`src/rtl/mux_arb_reg.sv`:
```
// mux_arb_reg: registered N-channel selector with an internal round-robin or
// fixed-priority arbiter. Every channel and the output use valid/ready.
//
// Handshake: a word moves across an interface on a rising edge where both
// valid and ready are high in the cycle before that edge. A producer keeps
// valid and data stable until it sees ready. valid never waits for ready.
// ready may depend combinationally on valid.
// Here in_ready depends only on in_valid, out_ready and the registered state.
// out_valid, out_data and out_sel come straight from flops.
module mux_arb_reg #(
  parameter int NUM_CH  = 4,
  parameter int WIDTH   = 32,
  parameter int RR_MODE = 1,
  parameter int SEL_W   = ($clog2(NUM_CH) > 0) ? $clog2(NUM_CH) : 1
) (
  input  logic                    clk,
  input  logic                    reset_n,
  input  logic [NUM_CH*WIDTH-1:0] in_data,
  input  logic [NUM_CH-1:0]       in_valid,
  output logic [NUM_CH-1:0]       in_ready,
  output logic [WIDTH-1:0]        out_data,
  output logic [SEL_W-1:0]        out_sel,
  output logic                    out_valid,
  input  logic                    out_ready
);

  logic [WIDTH-1:0] out_data_q,  out_data_d;
  logic [SEL_W-1:0] out_sel_q,   out_sel_d;
  logic             out_valid_q, out_valid_d;
  logic [SEL_W-1:0] ptr_q,       ptr_d;

  logic             load;
  logic             grant_found;
  logic [SEL_W-1:0] grant_idx;
  logic             xfer;

  // The output register can take a new word when empty or being emptied now.
  assign load = ~out_valid_q | out_ready;

  // Arbiter: in round-robin mode scan ptr..NUM_CH-1 first, then 0..ptr-1.
  // In fixed mode the first pass has no lower bound, so the lowest valid wins.
  always_comb begin
    grant_found = 1'b0;
    grant_idx   = '0;
    for (int i = 0; i < NUM_CH; i++) begin
      if (!grant_found && in_valid[i] && ((RR_MODE == 0) || (i >= int'(ptr_q)))) begin
        grant_found = 1'b1;
        grant_idx   = SEL_W'(i);
      end
    end
    for (int i = 0; i < NUM_CH; i++) begin
      if (!grant_found && in_valid[i]) begin
        grant_found = 1'b1;
        grant_idx   = SEL_W'(i);
      end
    end
  end

  // One-hot ready to the granted channel; held off entirely during reset so
  // no producer believes a word was taken while the register is being cleared.
  always_comb begin
    in_ready = '0;
    if (reset_n && load && grant_found) begin
      in_ready[grant_idx] = 1'b1;
    end
  end

  assign xfer = reset_n & load & grant_found;

  // Next-state for the output register and the priority pointer.
  always_comb begin
    out_data_d  = out_data_q;
    out_sel_d   = out_sel_q;
    out_valid_d = out_valid_q;
    ptr_d       = ptr_q;
    if (load) begin
      out_valid_d = grant_found;
      if (grant_found) begin
        out_data_d = in_data[int'(grant_idx)*WIDTH +: WIDTH];
        out_sel_d  = grant_idx;
        if (RR_MODE != 0) begin
          // Next search starts just after the winner, wrapping at NUM_CH-1.
          ptr_d = (int'(grant_idx) == NUM_CH - 1) ? '0 : grant_idx + SEL_W'(1);
        end
      end
    end
  end

  // State registers with asynchronous active-low clear.
  always_ff @(posedge clk or negedge reset_n) begin
    if (!reset_n) begin
      out_data_q  <= '0;
      out_sel_q   <= '0;
      out_valid_q <= 1'b0;
      ptr_q       <= '0;
    end else begin
      out_data_q  <= out_data_d;
      out_sel_q   <= out_sel_d;
      out_valid_q <= out_valid_d;
      ptr_q       <= ptr_d;
    end
  end

  assign out_data  = out_data_q;
  assign out_sel   = out_sel_q;
  assign out_valid = out_valid_q;

  // Transfer strobe is only meaningful together with in_ready; kept for
  // checker binding.
  logic unused_xfer;
  assign unused_xfer = xfer;

endmodule
```
`config.mk`:
```
export PLATFORM = sky130hd
export DESIGN_NAME = mux_arb_reg
export DESIGN_NICKNAME = d
export VERILOG_FILES = /design/src/rtl/mux_arb_reg.sv
export SDC_FILE = /design/constraint.sdc
export NUM_CORES = 1
export LEC_CHECK = 0
export BUFFER_PORTS_ARGS = -buffer_cell sky130_fd_sc_hd__buf_2
export CAP_MARGIN = 20
export CORE_ASPECT_RATIO = 0.5
export CORE_MARGIN = 3
export CORE_UTILIZATION = 40
export CTS_CLUSTER_DIAMETER = 60
export DETAILED_ROUTE_END_ITERATION = 6
export GPL_TIMING_DRIVEN = 1
export PLACE_DENSITY = 0.76
export SLEW_MARGIN = 40
export SYNTH_ARGS = -nofsm -noshare
export SYNTH_HDL_FRONTEND = slang
export SYNTH_SLANG_ARGS = --single-unit
export TNS_END_PERCENT = 5
```
`constraint.sdc`:
```
create_clock -name clk -period 2.08 [get_ports clk]
set_input_delay 0 -clock clk [delete_from_list [all_inputs] [get_ports clk]]
set_output_delay 0 -clock clk [all_outputs]
set_load 0.02 [all_outputs]
```
Word-level counts from Yosys, hierarchy flattened
Cells that the tools add are included. Widths: inputs -> output; s select.

Bits of input ports: 135. Bits in registers: 37. Output and inout port bits: 39. Word-level logic and storage cells: 54.

$lt $le $gt $ge: 5. Reductions and logical operators: 21. Shift operators: 1. Bitwise operators: 2. $add $sub $neg: 1. Equality and inequality tests: 1. Multiplexer cells: 19.

Operators with widths (count): $shiftx 128x8->32 (1); $mux 2 (7); $logic_and 1x1->1 (13); $mux 1 (10); $logic_not 1->1 (7); $ge 1x2->1 const A (2); $mux 4 (1); $lt 2x3->1 const B (1); $add 2x1->2 const B (1); $demux 1 s2 (1); $eq 2x1->1 const B (1); $ge 2x1->1 const B (1); $ge 2x2->1 const A (1); $reduce_and 2->1 (1); $not 1->1 (1); $or 1x1->1 (1).

Logic depth before layout (Yosys ltp)
Word-level depth: 31. Depth in mapped cells: 10. Depth with buffers taken out: 7.

Least setup slack after synthesis
OpenSTA, ideal clock, no wires.

Path type: reg-to-reg. Start: reg ptr_q[0]. End: reg ptr_q[1]. Cell stages (with the launch flop): 11. Buffers on the path: 3. Data required time: 1.963 ns. Path slack: 0.312 ns. Arrival time: 1.651 ns. Period minus slack after synthesis: 1.768 ns. Library setup time: 0.117 ns. Cells stage by stage: dfrtp_1 -> nand2b_1 -> a21oi_1 -> a211o_1 -> clkbuf_1 -> buf_6 -> buf_6 -> inv_1 -> ha_1 -> nand2_1 -> nand2_1.

Cells in the longest elaborated chain, start to end: 28. Elaborated cells on any way between the ends: 39. Those cells by class: add/sub (1); order compare (3); eq/ne (1); mux (16); reduce/logical (18).

RTL lines: start: declaration (line 30) `logic [SEL_W-1:0] ptr_q, ptr_d;`; start signal: assignment (line 100) `ptr_q <= ptr_d;`; $ge 1x2->1 (line 46) `if (!grant_found && in_valid[i] && ((RR_MODE == 0) || (i >= int'(ptr_q)))) begin`; $logic_and 1x1->1 (line 46); $mux 1 (line 46); $logic_not 1->1 (line 46); $logic_and 1x1->1 (2 in a row) (line 46); $mux 1 (line 46); $logic_not 1->1 (line 46); $logic_and 1x1->1 (2 in a row) (line 46); [... 11 more ...]; $logic_and 1x1->1 (line 52) `if (!grant_found && in_valid[i]) begin`; $mux 1 (line 52); $logic_not 1->1 (line 52); $logic_and 1x1->1 (line 52); $mux 2 * (line 52); named net grant_idx[0] (line 34) `logic [SEL_W-1:0] grant_idx;`; $add 2x1->2 / $eq 2x1->1 (equally long branches) (line 83) `ptr_d = (int'(grant_idx) == NUM_CH - 1) ? '0 : grant_idx + SEL_W'(1);`; $mux 2 * (line 83).

Mark *: on every way through the listed nets, which the timed path passes. The rest lies on a longest branch. A chain may end at the register's enable or synchronous reset.

Final worst setup path
Start: reg ptr_q[0]. End: out in_ready[2].

Cells in the longest elaborated chain, start to end: 31. Elaborated cells on any way between the ends: 42. Those cells by class: order compare (5); mux (18); reduce/logical (19).

RTL lines: $ge 1x2->1 (line 46); $logic_and 1x1->1 (line 46); $mux 1 (line 46); $logic_not 1->1 (line 46); $logic_and 1x1->1 (2 in a row) (line 46); $mux 1 (line 46); $logic_not 1->1 (line 46); $logic_and 1x1->1 (2 in a row) (line 46); [... 13 more ...]; $logic_not 1->1 (line 52); $logic_and 1x1->1 (line 52); $mux 2 (line 52); $lt 2x3->1 (not written as such) / $ge 2x1->1 (equally long branches) (line 64) `in_ready[grant_idx] = 1'b1;`; $logic_and 1x1->1 (not written as such) (line 64); $mux 1 (not written as such) (line 64); $demux 1 s2 (line 64); $mux 4 * (line 63) `if (reset_n && load && grant_found) begin`; end: declaration (line 20) `output logic [NUM_CH-1:0] in_ready,`.

Every way passes the cells marked *; elsewhere a longest branch is shown, timed or not.

==> results.py <==
metrics = {
    "layout": {
        "finalNetCount": 541,
        "final_area_mm2": 0.00347,
        "stdcell_count": 473,
        "area_growth_pct": 50.8,
        "antenna_cells": 0,
        "drive_above_1_share": 0.499,
        "final_common_cell": "buf_2",
        "final_cell_mix": "173 x buf_2, 64 x mux2i_1, 41 x nand2_1",
    },
    "power": {
        "clkPwrFrac": 0.183,
        "power_frac_comb": 0.520,
        "pwr-share-seq": 0.297,
        "p_sw_frac": 0.405,
        "powerDensity_mw_per_mm2": 1130,
        "p_switching_uw": 1600,
        "p_int_uw": 2340,
        "ir_drop_mv": 0.543,
        "leakagePower_uw": 0.00199,
    },
    "die": {
        "pin_count": 174,
        "dieArea_mm2": 0.00676,
        "dieWidth_um": 113,
        "rows": 18,
        "core_mm2": 0.00523,
        "die_height_um": 59.7,
        "start_util": 0.441,
    },
    "clocking": {
        "numCtsBuffers": 5,
        "cts.sinks": 37,
        "cts_tree": "built",
        "clockRootBuffer": "clkbuf_16",
        "clockBufferDepth": 2,
        "cts_max_level": 2,
        "clock_latency_ns": 0.28,
        "path_clk_slew_ns": 0.06,
    },
    "worst_hold_path": {
        "holdPathStages": 4,
        "hold_class": "input port to flop",
    },
    "global_route": {
        "grt_antenna_before_repair": 0,
        "grt_pass1_wl_um": 11900,
        "grt_max_degree": 37,
        "grt_pass1_vias": 2675,
        "grt_use_total": 0.222,
        "grt.overflow.total": 0,
    },
    "place": {
        "place_hpwl_um": 5890,
        "io_buffers": 173,
        "placed_cells": 458,
        "placed_area_mm2": 0.00327,
        "place_congestion": 0.741,
    },
    "route": {
        "drc": 0,
        "vias": 2508,
        "drtAntennaViolNets": 0,
        "vias_per_cell": 5.30,
        "routedWlPerCell_um": 16.1,
        "drt_pre_antenna_iters": 4,
        "drt_iter0_markers": 104,
        "wl_um": 7600,
    },
    "timing": {
        "min_period_over_period": 0.931,
        "drv_slew": 0,
        "tns_ns": 0,
        "rsz0062_at_grt": "no",
        "worst_pin_slew_ns": 0.517,
        "slew_headroom": 0.652,
        "period_minus_slack_ns": 1.94,
        "setup_viol": 0,
        "max_freq_mhz": 516,
        "final-hold-violation-count": 0,
        "skew_ns": 0.00230,
    },
    "yosys": {
        "synth_area_mm2": 0.00230,
        "yosysWarnings": 0,
        "yosysSeqAreaShare": 0.402,
        "avgSynthCellArea_um2": 10.4,
        "synthesis.nets": 360,
        "syn_inst": 221,
        "ys_ff_latch": 37,
        "yosysUniqueCellTypes": 20,
    },
    "critical_path": {
        "startpoint_type": "flop",
        "worstPathRequired_ns": 2.08,
        "r2r_cells": 7,
        "critPathMaxFanout": 11,
        "cp-end-kind": "output port",
        "worstSetupPathType": "flop to output port",
        "arrival_ns": 1.94,
    },
    "job": {
        "maxCapViolations": 0,
    },
    "run_status": {
        "outcome": "finished, final reports clean",
    },
}
critical path, cell delays in order, from the launching register on:
cell and delay [ns]:
dfrtp_1 0.40, nor2b_4 0.06, a21o_1 0.19, a211o_4 0.37, buf_12 0.16, ha_1 0.19
and3_1 0.14, buf_2 0.15
Yosys cell counts:
cell,count,area (um^2)
buf_2,4,20.0
and3_1,4,25.0
a211o_1,1,8.76
a21o_1,3,22.5
o221ai_1,32,280
inv_2,1,3.75
nor4_1,1,6.26
nor2b_4,1,13.8
ha_1,4,50.1
dfrtp_1,37,926
nand2b_1,2,12.5
mux2i_1,64,641
buf_6,4,45.0
inv_1,4,15.0
o32a_1,1,10.0
a21oi_1,5,25.0
buf_1,1,3.75
clkbuf_1,9,33.8
nand2_1,41,154
nor2_1,2,7.51
cell families (layout without fill, tap and decap cells):
| family | count (synthesis) | in the layout | synth area share |
|---|---|---|---|
| simple gates | 51 | 51 | 0.0951 |
| fa+ha+maj | 4 | 4 | 0.0217 |
| compound gates | 42 | 43 | 0.150 |
| mux | 64 | 64 | 0.278 |
| flops | 37 | 37 | 0.402 |
| buf+inv | 23 | 204 | 0.0527 |
final cells by class:
class	count	area, um^2
fill	439	1750
multi-input combinational	162	1270
timing repair buffer	191	1030
sequential	37	926
clock buffer	6	129
tap	70	87.6
inverter	5	18.8
clock inverter	2	10.0
power by group through the flow:
stage          registers [uW]  clock network [uW]  logic [uW]
2_1_floorplan            1490                   0         982
3_3_place_gp             1160                   0        1890
3_5_place_dp             1170                   0        1960
4_1_cts                  1170                 734        1980
5_1_grt                  1200                 761        2210
6_report                 1170                 723        2050
per-stage QoR:
step | hold slack (ns) | setup WS (ns) | utilization | total power, uW
2_1_floorplan | -0.296 | 0.312 | - | 2470
3_3_place_gp | -0.188 | 0.234 | 0.625 | 3060
3_5_place_dp | -0.188 | 0.163 | 0.625 | 3120
4_1_cts | 0.0104 | 0.0210 | 0.655 | 3880
5_1_grt | 0.0456 | 0.0790 | 0.665 | 4170
6_report | 0.0148 | 0.143 | 0.665 | 3940
layer usage:
layer  share of wire  global-route usage
met1            0.37               0.248
met2            0.56               0.434
met3           0.047              0.0415
met4           0.018              0.0771
met5               0                   0
sequential cells by signal, summed over array words and instances, names as in the netlist:
register and count:
out_sel 2, ptr_q 2, out_data 32, out_valid 1
final timing paths:
kind | to | slack (ns) | start
max | in_ready[2] | 0.14 | ptr_q[0]
min | out_valid | 0.01 | out_ready
max reg2reg | out_data[27] | 0.21 | ptr_q[0]
min reg2reg | out_data[10] | 0.48 | out_data[10]
max in group asynchronous | out_data[25] | 1.36 | reset_n
min in group asynchronous | out_valid | 0.07 | reset_n
what timing repair did:
| action | CTS | global route |
|---|---|---|
| hold endpoints to repair | 37 | 0 |
| gates resized for setup | 0 | 0 |
| gates cloned | 1 | 0 |
| pin swaps | 1 | 1 |
| endpoints found under the setup margin | 2 | 2 |
| hold buffers | 1 | 0 |
| buffers inserted | 0 | 5 |
(Power assumes the default switching activity.)
